[config.mk]
export PLATFORM = sky130hd
export DESIGN_NAME = instr_loader_flat
export DESIGN_NICKNAME = d
export VERILOG_FILES = /design/src/rtl/instr_loader_if.sv /design/src/rtl/instr_loader.sv /design/src/flat_wrapper.sv
export SDC_FILE = /design/constraint.sdc
export NUM_CORES = 1
export LEC_CHECK = 0
export ABC_CLOCK_PERIOD_IN_PS = 3700
export CELL_PAD_IN_SITES_DETAIL_PLACEMENT = 1
export CELL_PAD_IN_SITES_GLOBAL_PLACEMENT = 2
export CORE_ASPECT_RATIO = 2
export CORE_UTILIZATION = 32
export DETAILED_ROUTE_END_ITERATION = 8
export PLACE_DENSITY_LB_ADDON = 0.2
export SETUP_SLACK_MARGIN = 0.4
export SYNTH_ARGS = -nofsm -noshare
export SYNTH_HDL_FRONTEND = slang
export SYNTH_SLANG_ARGS = --single-unit
export TNS_END_PERCENT = 100
[constraint.sdc]
create_clock -name i_clk -period 3.7 [get_ports i_clk]
set_input_delay 0.555 -clock i_clk [delete_from_list [all_inputs] [get_ports i_clk]]
set_output_delay 0.555 -clock i_clk [all_outputs]
set_load 0.005 [all_outputs]
[src/rtl/instr_loader_if.sv]
`default_nettype none
// ============================================================================
//  Module      : instr_loader_if
//  Description : Signal bundle between the UART-fed instruction loader and
//                its environment (UART RX, debug unit, fetch-stage memory).
//                  i_start                 - load session start pulse
//                  i_rx_data / i_rx_done   - received byte and its strobe
//                  o_instrucction_address  - byte address of written word
//                  o_instruction           - assembled instruction word
//                  o_flag_write_intruc     - memory write enable
//                  o_busy / o_done / o_error, o_word_count - session status
//                master : loader side (drives the o_* signals)
//                slave  : environment side (drives the i_* signals)
//  Revision    : 1.0 - initial release
// ============================================================================
interface instr_loader_if #(
  parameter int unsigned BITS_SIZE  = 32,
  parameter int unsigned SIZE_TOTAL = 256
);
  localparam int unsigned c_CNT_W = $clog2(SIZE_TOTAL / 4) + 1;

  logic                 i_start;
  logic [7:0]           i_rx_data;
  logic                 i_rx_done;
  logic [BITS_SIZE-1:0] o_instrucction_address;
  logic [BITS_SIZE-1:0] o_instruction;
  logic                 o_flag_write_intruc;
  logic                 o_busy;
  logic                 o_done;
  logic                 o_error;
  logic [c_CNT_W-1:0]   o_word_count;

  modport master (
    input  i_start, i_rx_data, i_rx_done,
    output o_instrucction_address, o_instruction, o_flag_write_intruc,
           o_busy, o_done, o_error, o_word_count
  );

  modport slave (
    output i_start, i_rx_data, i_rx_done,
    input  o_instrucction_address, o_instruction, o_flag_write_intruc,
           o_busy, o_done, o_error, o_word_count
  );
endinterface
`default_nettype wire

[src/rtl/instr_loader.sv]
`default_nettype none
// ============================================================================
//  Module      : instr_loader
//  Description : Assembles the UART byte stream (big-endian, first byte is
//                the MSB) into instruction words and writes them one per
//                cycle into the fetch-stage program memory. The session ends
//                in DONE after the halt word is written, or in ERROR when the
//                last memory slot is written without seeing the halt word.
//  Ports       : i_clk   - system clock, rising edge
//                i_reset - asynchronous active-high reset
//                bus     - instr_loader_if.master (start, RX byte stream,
//                          memory write port and session status)
//  Revision    : 1.0 - initial release
// ============================================================================
module instr_loader #(
  parameter int unsigned          BITS_SIZE  = 32,
  parameter int unsigned          SIZE_TOTAL = 256,
  parameter logic [BITS_SIZE-1:0] HALT_WORD  = {BITS_SIZE{1'b1}}
) (
  input  wire logic       i_clk,
  input  wire logic       i_reset,
  instr_loader_if.master  bus
);

  localparam int unsigned          c_CNT_W     = $clog2(SIZE_TOTAL / 4) + 1;
  localparam logic [BITS_SIZE-1:0] c_LAST_ADDR = BITS_SIZE'(SIZE_TOTAL - 4);
  localparam logic [BITS_SIZE-1:0] c_ADDR_STEP = BITS_SIZE'(4);

  localparam logic [2:0] c_S_IDLE  = 3'd0;
  localparam logic [2:0] c_S_RECV  = 3'd1;
  localparam logic [2:0] c_S_WRITE = 3'd2;
  localparam logic [2:0] c_S_DONE  = 3'd3;
  localparam logic [2:0] c_S_ERROR = 3'd4;

  logic [2:0]           r_state;
  logic [1:0]           r_byte_cnt;
  // Only the three most recent bytes need storing: the fourth byte is
  // appended combinationally when the word completes.
  logic [BITS_SIZE-9:0] r_bytes;
  logic [BITS_SIZE-1:0] r_addr;      // slot the next completed word goes to
  logic [BITS_SIZE-1:0] r_addr_out;  // address presented on the write port
  logic [BITS_SIZE-1:0] r_instr;     // word presented on the write port
  logic [c_CNT_W-1:0]   r_word_count;

  logic [BITS_SIZE-1:0] w_shift_next;
  logic                 w_is_halt;
  logic                 w_last_slot;

  assign w_shift_next = {r_bytes, bus.i_rx_data};
  assign w_is_halt    = (r_instr == HALT_WORD);
  assign w_last_slot  = (r_addr == c_LAST_ADDR);

  always_ff @(posedge i_clk or posedge i_reset) begin
    if (i_reset) begin
      r_state      <= c_S_IDLE;
      r_byte_cnt   <= 2'd0;
      r_bytes      <= '0;
      r_addr       <= '0;
      r_addr_out   <= '0;
      r_instr      <= '0;
      r_word_count <= '0;
    end else begin
      case (r_state)
        // Start is honoured from every resting state; bytes are ignored.
        c_S_IDLE, c_S_DONE, c_S_ERROR: begin
          if (bus.i_start) begin
            r_state      <= c_S_RECV;
            r_byte_cnt   <= 2'd0;
            r_bytes      <= '0;
            r_addr       <= '0;
            r_word_count <= '0;
          end
        end

        c_S_RECV: begin
          if (bus.i_rx_done) begin
            r_bytes <= w_shift_next[BITS_SIZE-9:0];
            if (r_byte_cnt == 2'd3) begin
              // Latch the port values here so they stay stable through the
              // write cycle and hold afterwards, even while the next word is
              // already being shifted in.
              r_byte_cnt <= 2'd0;
              r_instr    <= w_shift_next;
              r_addr_out <= r_addr;
              r_state    <= c_S_WRITE;
            end else begin
              r_byte_cnt <= r_byte_cnt + 2'd1;
            end
          end
        end

        c_S_WRITE: begin
          r_word_count <= r_word_count + c_CNT_W'(1);
          if (w_is_halt) begin
            r_state <= c_S_DONE;
          end else if (w_last_slot) begin
            r_state <= c_S_ERROR;
          end else begin
            r_addr  <= r_addr + c_ADDR_STEP;
            r_state <= c_S_RECV;
            // A byte landing in the write cycle is the first byte of the
            // next word; it is dropped when the session is ending.
            if (bus.i_rx_done) begin
              r_bytes    <= w_shift_next[BITS_SIZE-9:0];
              r_byte_cnt <= 2'd1;
            end
          end
        end

        default: r_state <= c_S_IDLE;
      endcase
    end
  end

  // Status and write enable decode straight from the state register so they
  // follow an asynchronous reset immediately.
  assign bus.o_flag_write_intruc    = (r_state == c_S_WRITE);
  assign bus.o_busy                 = (r_state == c_S_RECV) || (r_state == c_S_WRITE);
  assign bus.o_done                 = (r_state == c_S_DONE);
  assign bus.o_error                = (r_state == c_S_ERROR);
  assign bus.o_instrucction_address = r_addr_out;
  assign bus.o_instruction          = r_instr;
  assign bus.o_word_count           = r_word_count;

endmodule
`default_nettype wire

[src/flat_wrapper.sv]
// flat-port wrapper written by rule: the top's interface ports become plain ports
module instr_loader_flat 
#(
  parameter int unsigned          BITS_SIZE  = 32,
  parameter int unsigned          SIZE_TOTAL = 256,
  parameter logic [BITS_SIZE-1:0] HALT_WORD  = {BITS_SIZE{1'b1}}
)
  (i_clk, i_reset, bus_i_start, bus_i_rx_data, bus_i_rx_done, bus_o_instrucction_address, bus_o_instruction, bus_o_flag_write_intruc, bus_o_busy, bus_o_done, bus_o_error, bus_o_word_count);
  instr_loader_if #(.BITS_SIZE(BITS_SIZE), .SIZE_TOTAL(SIZE_TOTAL)) bus_i ();
  input  wire logic i_clk;
  input  wire logic i_reset;
  input wire logic [$bits(bus_i.i_start)-1:0] bus_i_start;
  input wire logic [$bits(bus_i.i_rx_data)-1:0] bus_i_rx_data;
  input wire logic [$bits(bus_i.i_rx_done)-1:0] bus_i_rx_done;
  output wire logic [$bits(bus_i.o_instrucction_address)-1:0] bus_o_instrucction_address;
  output wire logic [$bits(bus_i.o_instruction)-1:0] bus_o_instruction;
  output wire logic [$bits(bus_i.o_flag_write_intruc)-1:0] bus_o_flag_write_intruc;
  output wire logic [$bits(bus_i.o_busy)-1:0] bus_o_busy;
  output wire logic [$bits(bus_i.o_done)-1:0] bus_o_done;
  output wire logic [$bits(bus_i.o_error)-1:0] bus_o_error;
  output wire logic [$bits(bus_i.o_word_count)-1:0] bus_o_word_count;
  assign bus_i.i_start = bus_i_start;
  assign bus_i.i_rx_data = bus_i_rx_data;
  assign bus_i.i_rx_done = bus_i_rx_done;
  assign bus_o_instrucction_address = bus_i.o_instrucction_address;
  assign bus_o_instruction = bus_i.o_instruction;
  assign bus_o_flag_write_intruc = bus_i.o_flag_write_intruc;
  assign bus_o_busy = bus_i.o_busy;
  assign bus_o_done = bus_i.o_done;
  assign bus_o_error = bus_i.o_error;
  assign bus_o_word_count = bus_i.o_word_count;
  instr_loader #(.BITS_SIZE(BITS_SIZE), .SIZE_TOTAL(SIZE_TOTAL), .HALT_WORD(HALT_WORD)) u_core (.i_clk(i_clk), .i_reset(i_reset), .bus(bus_i));
endmodule
### Word level (Yosys, flattened, before mapping)

Index checks and enable logic that the tools add are counted.

| cells by class | value |
|---|---|
| $add $sub $neg | 3 |
| equality and inequality tests | 13 |
| multiplexer cells | 24 |
| reduce and logical (&&, ||, !) cells | 11 |

Operators with widths:

| operator | count |
|---|---|
| $mux 24 | 4 |
| $mux 32 | 3 |
| $pmux 24 s3 | 1 |
| $pmux 32 s2 | 1 |
| $add 32x3->32 const B | 1 |
| $eq 32x32->1 const B | 1 |
| $eq 32x8->1 const B | 1 |
| $mux 3 | 5 |
| $pmux 7 s2 | 1 |
| $mux 2 | 6 |
| $ne 2x2->1 const B | 5 |
| $pmux 3 s3 | 1 |
| $reduce_and 4->1 | 2 |
| $add 7x1->7 const B | 1 |
| $mux 7 | 1 |
| $eq 3x2->1 const B | 2 |
| $pmux 2 s3 | 1 |
| $reduce_and 3->1 | 2 |
| $reduce_and 6->1 | 1 |
| $eq 3x1->1 const B | 1 |
| $eq 3x3->1 const B | 1 |
| $logic_not 3->1 | 1 |
| $reduce_bool 3->1 | 1 |
| $reduce_or 3->1 | 1 |
| other kinds (6) | 6 |

| word-level totals | value |
|---|---|
| register bits after elaboration | 132 |
| bits of input ports | 12 |
| output and inout bits | 75 |
| logic and storage cells | 58 |

### Logic depth before layout (Yosys ltp)

Gate-level depths: netlist of run 1.

| logic depth | value |
|---|---|
| depth in word-level cells | 4 |
| depth in mapped cells | 9 |
| gate-level depth less buffers | 7 |

### Worst setup path before layout of run 1

No wires, ideal clock.

| timing path | value |
|---|---|
| kind | register -> output |
| start | reg u_core.r_state[1] |
| end | out bus_o_busy |
| arrival | 1.469 ns |
| data required time | 3.145 ns |
| path slack | 1.676 ns |
| cell stages (with the launch flop) | 7 |
| path buffers | 3 |
| path through | dfrtp_1 nor2b_1 nand2b_1 clkbuf_1 clkbuf_1 nand2_1 clkbuf_1 |

| between the ends | value |
|---|---|
| word-level cells in the longest chain between the ends | 2 |
| elaborated cells on any way between the ends | 3 |
| classes of those cells | eq/ne (2); reduce/logical (1) |

RTL lines:

| element | RTL line | source |
|---|---|---|
| start: declaration | instr_loader.sv:35 | `logic [2:0] r_state;` |
| start signal: assignment | instr_loader.sv:55 | `r_state <= c_S_IDLE;` |
| start signal: assignment | instr_loader.sv:67 | `r_state <= c_S_RECV;` |
| start signal: assignment | instr_loader.sv:85 | `r_state <= c_S_WRITE;` |
| $eq 3x1->1 or $eq 3x2->1 (tied branches) | instr_loader.sv:118 | `assign bus.o_busy = (r_state == c_S_RECV) \|\| (r_state == c_S_WRITE);` |
| $logic_or 1x1->1 * | instr_loader.sv:118 |  |
| end: declaration | flat_wrapper.sv:18 | `output wire logic [$bits(bus_i.o_busy)-1:0] bus_o_busy;` |

Every way passes the cells marked *; elsewhere a longest branch is shown, timed or not.

### Worst setup path in the final report of run 1

| timing path | value |
|---|---|
| start | reg u_core.r_state[0] |
| end | out bus_o_busy |

The elaborated chain is that of the path after synthesis.

==> summary.md, run 1 <==
| Metric | Value |
|---|---|
| Status | `completed` |
| Standard-cell row count | `70` |
| Final hold vios | `0` |
| Reg area | `3200 sq um` |
| Number of global-route vias before repair | `5156` |
| Multi-input gate area in the final layout | `2500 sq um` |
| Final Max Tran Viols | `0` |
| Cells after Synth | `524` |
| RSZ-0062 raised after global routing | `no` |
| # DRC | `0` |
| Ys flop type | `dfrtp_1` |
| Setup TNS | `0 ps` |
| Clock sink count | `128` |
| CP max-delay cell | `or3b_2` |
| Grt ovf | `0` |
| FILL cells | `1998` |
| Setup Fix Bufs, Post-CTS | `0` |
| Final setup vio count | `0` |
| Max VDD drop | `0.358 mV` |
| Final instance count without filler cells | `839` |
| I/O pin count | `87` |
| CTS H-tree depth | `4` |
| Synth area leader | `dfrtp_1` |
| Hold Path End | `u_core.bus.o_word_count[6]` |
| Detailed Routing Iterations Pass 1 | `6` |
| Placed cells | `809` |
| Mean Syn Cell Area | `11.3 sq um` |
| Clk_lat worst skew | `420 ps` |
| Most area-consuming cells after synthesis | `dfrtp_1 54%, mux2_2 13%, nand2_1 3.8%, mux2i_1 3.0%, o21ai_0 1.8%` |
| Clock transition at the registers of the reported paths | `60 ps` |
| Max Cap Viol | `0` |
| Largest net degree at the start of global routing | `56` |
| Global-route wire length before repair | `28100 um` |
| Die area | `19100 sq um` |
| Synth Warn # | `0` |
| # diodes | `0` |
| EDFF count, synth | `0` |
| Hold_buf cts | `0` |
| Initial antenna violation count | `0` |
| Slew margin rel. | `54.0%` |
| Initial detailed-routing violation count | `131` |
| Crit path kind | `flop to output port` |
| Die width | `98.3 um` |
| Vias per inst | `5.41` |
| Power Dens Cells | `708 nW/um^2` |
| Fraction of the cycle the final worst path needs | `78.1%` |
| Die height | `195 um` |
| RD Place Congestion | `0.762` |
| CP Buf/Inv Count | `1` |
| Distinct cells, synth | `59` |
| CTS tree | `built` |
| Async SR Flop Fraction | `100%` |
| R2R setup slack | `1070 ps` |
| Maximum single-stage delay on the critical path | `680 ps` |
| IO Port Bufs | `84` |
| Hold_sp | `u_core.bus.o_word_count[6]` |
| Max Freq | `0.346 GHz` |
| Worst Path Required | `3140 ps` |
| Hpwl dp | `11900 um` |
| Avg WL per Cell | `19.8 um` |
| CP Capture Type | `output port` |
| Delay-heaviest family, CP | `simple AND/OR/NAND/NOR gates` |
| Clock tree buffer depth | `2` |
| Post-layout nets | `627` |
| Minimum clock period | `2890 ps` |
| Final instance area | `7590 sq um` |
| Post-CTS sizing | `0` |
| R2R Path Start | `u_core.r_addr[2]` |
| Worst clock skew | `9.20 ps` |
| Type of origin of the critical path | `flop` |
| Hold_ws | `483 ps` |
| Worst-path cell chain | `or3b_2 -> nand2_1 -> clkdlybuf4s50_1` |
| Vias after detailed routing | `4540` |
| Flops & latches, synth | `128` |
| ANT nets after route | `0` |
| Placed Instance Area | `7040 sq um` |
| Crit-path max FO | `12` |
| Layout cells sized above 1 | `20.2%` |
| Share of the yosys chip area belonging to registers | `53.9%` |
| CTS Buf Count | `17` |
| Final wirelength | `16600 um` |
| GRT Total Usage | `19.0%` |
| Post-Syn Area | `5940 sq um` |
| Leak | `3.37 nW` |
| P&R area growth vs syn | `27.8%` |
| Core box area | `18200 sq um` |
| Starting Density | `32.6%` |
| Hold Crit Depth | `1` |
| Clock root buffer | `clkbuf_16` |
| Crit Reg-Reg Endpoint | `u_core.r_addr[17]` |
| Leading cell types in the layout, fill and taps excluded | `128 x dfrtp_1, 84 x clkdlybuf4s50_1, 71 x mux2_2` |
| CP arrival | `2330 ps` |
| Synth top area share | `53.9%` |
| Reg2reg path depth | `8` |
| Tightest Pin Transition | `688 ps` |
| Hold Path Class | `flop to flop` |
| Most common cell after layout, fill and taps aside | `dfrtp_1` |
==> sequential cells by signal (all words and copies together), names as in the netlist <==
| register | count |
|---|---|
| u_core.bus.o_instrucction_address | 30 |
| u_core.r_addr | 30 |
| u_core.r_bytes | 24 |
| u_core.r_byte_cnt | 2 |
| u_core.r_state | 3 |
| u_core.bus.o_instruction | 32 |
| u_core.bus.o_word_count | 7 |
==> per-stage QoR <==
| stage | util, % | total power [mW] | setup WS, ps |
|---|---|---|---|
| floorplan | - | 2.97 | 1560 |
| global placement | 38.7 | 3.79 | 1070 |
| detailed placement | 38.7 | 3.86 | 1030 |
| CTS | 41.7 | 5.47 | 781 |
| global route | 41.7 | 5.72 | 699 |
| finish | 41.7 | 5.38 | 811 |
==> report_power, final <==
part           switching, mW  total [mW]  leakage (nW)  internal (mW)
sequential             0.357        2.17          1.71           1.81
clock                  0.597        1.58         0.272          0.983
combinational          0.691        1.63          1.39          0.935
total                   1.65        5.38          3.37           3.73
==> cells in the mapped netlist (3+ instances only) <==
cell and n:
a21oi_1 14, nand4_4 3, nor2_1 14, o31ai_1 4, nor4_1 11, inv_1 27, buf_2 10, or4_1 8
nand4_1 14, ha_1 3, o41ai_1 3, a21o_1 3, o21ai_0 21, a31oi_1 12, o311ai_0 5, and3_1 4
nand2_1 60, clkbuf_1 11, mux2_2 71, nand3_1 20, dfrtp_1 128, mux2i_1 18, buf_4 4, and2_1 3
o211ai_1 11
==> metal layers <==
layer | part of all wire (%) | track usage (%) | routed length (um) | vias to the layer above
li1 | - | - | - | 2079
met1 | 37 | 19.8 | 6200 | 2350
met2 | 57 | 36.4 | 9520 | 83
met3 | 2.8 | 3.49 | 460 | 28
met4 | 2.4 | 7.90 | 396 | 0
met5 | 0 | 0 | 0 | -
==> final cells by class <==
class                      instances  area share (%)
sequential                       128            42.2
multi-input combinational        341            32.9
timing repair buffer              97            12.7
clock buffer                      24            6.48
tap                              216            3.56
inverter                          27            1.38
clock inverter                     6           0.758
==> how the worst max path moves through the flow <==
stage	from	end	slack, ps	cells after the start
floorplan	i_reset	u_core.bus.o_instrucction_address[10]	1560	1
finish	u_core.r_state[0]	bus_o_busy	810	3
CTS	u_core.r_state[0]	bus_o_busy	780	3
global placement	u_core.r_addr[9]	u_core.r_bytes[20]	1070	8
global route	u_core.r_state[0]	bus_o_busy	700	3
detailed placement	u_core.r_state[0]	u_core.bus.o_instrucction_address[23]	1030	4
==> kinds of logic (layout without fill, tap and decap cells) <==
| logic type | count (synthesis) | in the layout | share of synthesized area [%] |
|---|---|---|---|
| buffers and inverters | 56 | 154 | 4.15 |
| multiplexers | 91 | 91 | 16.9 |
| XOR/XNOR | 1 | 1 | 0.147 |
| other | 1 | 2 | 0.0631 |
| flip-flops | 128 | 128 | 53.9 |
| adder cells (fa/ha/maj) | 3 | 3 | 0.632 |
| AO/OA/AOI/OAI | 87 | 87 | 9.65 |
| AND/OR/NAND/NOR | 157 | 157 | 14.6 |
==> worst register-to-register path, cell delays in order, from the launching register on <==
cell	delay, ps
dfrtp_1	430
ha_1	280
nand2_1	110
nor2_1	110
nand4b_1	120
buf_4	210
nand3_1	430
or4b_2	760
nand3_1	100
Note: power is estimated with default switching activity, not from simulation.
==> run 2, diff against run 1 <==
--- a/config.mk
+++ b/config.mk
@@ -5,7 +5,7 @@
 export SDC_FILE = /design/constraint.sdc
 export NUM_CORES = 1
 export LEC_CHECK = 0
-export ABC_CLOCK_PERIOD_IN_PS = 3700
+export ABC_CLOCK_PERIOD_IN_PS = 2600
 export CELL_PAD_IN_SITES_DETAIL_PLACEMENT = 1
 export CELL_PAD_IN_SITES_GLOBAL_PLACEMENT = 2
 export CORE_ASPECT_RATIO = 2
==> constraint.sdc (replaced) <==
create_clock -name i_clk -period 2.6 [get_ports i_clk]
set_input_delay 0.39 -clock i_clk [delete_from_list [all_inputs] [get_ports i_clk]]
set_output_delay 0.39 -clock i_clk [all_outputs]
set_load 0.005 [all_outputs]
==> summary.md, run 2 (synthesis results as in run 1) <==
| Metric | Value |
|---|---|
| Worst Path Required | `2950 ps (-190 ps)` |
| Final setup vio count | `0 (unchanged)` |
| I/O pin count | `87 (unchanged)` |
| Post-layout nets | `684 (+9.1%)` |
| Vias per inst | `5.29 (-2.2%)` |
| GR Layer Usage met3 | `3.70% (+0.22 points)` |
| Hold_ws | `231 ps (-252 ps)` |
| Flop pwr share | `36.4% (-4.0 points)` |
| Max Cap Viol | `0 (unchanged)` |
| Max Freq | `0.466 GHz` |
| Most used routing layer | `met2` |
| Minimum clock period | `2140 ps` |
| P_int | `5.87 mW (+57%)` |
| Sw power | `2.47 mW (+50%)` |
| CTS tree | `built` |
| Max VDD drop | `0.600 mV (+68%)` |
| Starting Density | `32.6% (unchanged)` |
| Clock transition at the registers of the reported paths | `60 ps (about the same)` |
| Hold_buf cts | `0 (unchanged)` |
| Layout cells sized above 1 | `29.0% (+8.8 points)` |
| Standard-cell row count | `70 (unchanged)` |
| Clock Power Share | `31.2% (+1.8 points)` |
| Hpwl dp | `12300 um (+3.4%)` |
| CTS H-tree depth | `4 (unchanged)` |
| CP Capture Type | `flop` |
| Global-route wire length before repair | `29000 um (+3.3%)` |
| Slew margin rel. | `59.5% (+5.5 points)` |
| Leading cell types in the layout, fill and taps excluded | `125 x dfrtp_1, 82 x clkdlybuf4s50_1, 71 x mux2_2` |
| Final hold vios | `0 (unchanged)` |
| RD Place Congestion | `0.800 (+5.0%)` |
| Die width | `98.3 um (unchanged)` |
| # DRC | `0 (unchanged)` |
| Grt ovf | `0 (unchanged)` |
| Type of origin of the critical path | `flop` |
| Setup TNS | `0 ps (unchanged)` |
| Crit path kind | `flop to flop` |
| Die height | `195 um (unchanged)` |
| Net Sw Frac | `29.6% (-0.97 points)` |
| CP arrival | `2490 ps (+160 ps)` |
| Vias after detailed routing | `4750 (+4.6%)` |
| Placed Instance Area | `7310 sq um (+3.8%)` |
| Power Dens Cells | `1000 nW/um^2 (+42%)` |
| Setup ws final | `456 ps (-355 ps)` |
| Placed cells | `841 (+4.0%)` |
| Setup WS pre-CTS | `-288 ps (-1320 ps)` |
| P&R area growth vs syn | `39.8%` |
| Max reg flops | `32 (unchanged)` |
| Tightest Pin Transition | `601 ps (-86.8 ps)` |
| Met2 Resource Use GR | `37.4% (+0.97 points)` |
| ANT nets after route | `0 (unchanged)` |
| Initial antenna violation count | `0 (unchanged)` |
| Clock sink count | `128 (unchanged)` |
| Fraction of the cycle the final worst path needs | `82.5%` |
| Final instance count without filler cells | `898 (+7.0%)` |
| Initial detailed-routing violation count | `169 (+29%)` |
| Core box area | `18200 sq um (unchanged)` |
| R2R Path Start | `u_core.r_addr[2]` |
| Number of global-route vias before repair | `5333 (+3.4%)` |
| Crit path from | `u_core.r_addr[2]` |
| FILL cells | `1950 (-2.4%)` |
| Final Max Tran Viols | `0 (unchanged)` |
| Final wirelength | `17800 um (+7.6%)` |
| IO Port Bufs | `84 (unchanged)` |
| Die area | `19100 sq um (unchanged)` |
| Combinational power share | `32.4% (+2.2 points)` |
| Avg WL per Cell | `19.9 um (+0.55%)` |
| # diodes | `0 (unchanged)` |
| GRT Total Usage | `19.8% (+0.84 points)` |
| RSZ-0062 raised after global routing | `yes` |
| Largest net degree at the start of global routing | `67 (+20%)` |
| Hold Path Class | `input pin to async pin` |
| Most common cell after layout, fill and taps aside | `dfrtp_1` |
| Crit-path max FO | `12 (unchanged)` |
| Clk_lat worst skew | `420 ps (about the same)` |
| Final instance area | `8310 sq um (+9.4%)` |
| Leak | `3.80 nW (+13%)` |
| Met1 usage | `20.3% (+0.45 points)` |
| Worst clock skew | `9.00 ps (-0.194 ps)` |
| Clock tree buffer depth | `2 (unchanged)` |
| Detailed Routing Iterations Pass 1 | `6 (unchanged)` |
| CTS Buf Count | `17 (unchanged)` |
| Clock root buffer | `clkbuf_16` |
| Status | `completed` |
-- run 2: cell count changes in the layout (fill, tap and decap cells not counted), moves of 3 or more --
cell | previous run | this run
clkbuf_8 | 4 | 1
nor4_1 | 11 | 7
dfrtp_2 | 0 | 3
buf_12 | 2 | 7
bufinv_16 | 1 | 5
buf_4 | 11 | 60
nor4_2 | 0 | 3
dfrtp_1 | 128 | 125
-- run 2: what timing repair did --
| action | CTS | global route |
|---|---|---|
| gates cloned | 2 | 0 |
| gates resized for setup | 20 | 8 |
| endpoints found under the hold margin | 0 | 0 |
| setup buffers | 10 | 13 |
| endpoints found under the setup margin | 94 | 37 |
| pin swaps | 1 | 3 |
-- run 2: worst paths after layout --
kind                                                 to  slack [ps]  cells past startpoint
max                                   u_core.r_addr[17]         460                      9
min                          u_core.bus.o_word_count[6]         230                      2
max reg2reg                           u_core.r_addr[17]         460                      9
min reg2reg                  u_core.bus.o_word_count[6]         480                      1
max in group asynchronous  u_core.bus.o_instruction[24]        1790                      3
min in group i_clk           u_core.bus.o_word_count[6]         480                      1
-- run 2: cell type report --
class	instances	area [sq um]	area share [%]
Sequential cell	128	3210	38.6
Multi-Input combinational cell	341	2580	31.0
Timing Repair Buffer	154	1510	18.2
Clock buffer	21	450	5.42
Tap cell	216	270	3.25
Clock inverter	11	186	2.24
Inverter	27	108	1.30
-- run 2: per-layer routing --
layer | vias up | part of all wire (%)
li1 | 2192 | -
met2 | 91 | 58
met5 | - | 0
met4 | 0 | 3.4
met3 | 35 | 3.0
met1 | 2432 | 36
-- run 2: stage by stage --
stage / util, % / power (mW)
2_1_floorplan: - / 4.23
3_3_place_gp: 40.1 / 5.53
3_5_place_dp: 40.1 / 5.62
4_1_cts: 44.9 / 8.45
5_1_grt: 45.6 / 8.78
6_report: 45.6 / 8.34
-- run 2: power by group through the flow --
| stage | clock network, mW | registers (mW) | logic, mW |
|---|---|---|---|
| 2_1_floorplan | 0 | 2.97 | 1.26 |
| 3_3_place_gp | 0 | 3.06 | 2.47 |
| 3_5_place_dp | 0 | 3.09 | 2.54 |
| 4_1_cts | 2.66 | 3.05 | 2.73 |
| 5_1_grt | 2.73 | 3.12 | 2.93 |
| 6_report | 2.60 | 3.04 | 2.70 |
-- run 2: critical path, stage by stage, from the launching register on --
cell and delay [ps]:
dfrtp_1 390, ha_1 220, nand2_1 90, nor2_1 60
nand4b_1 130, buf_6 170, nand3_1 80, buf_4 190
or4b_2 620, nand3_1 100
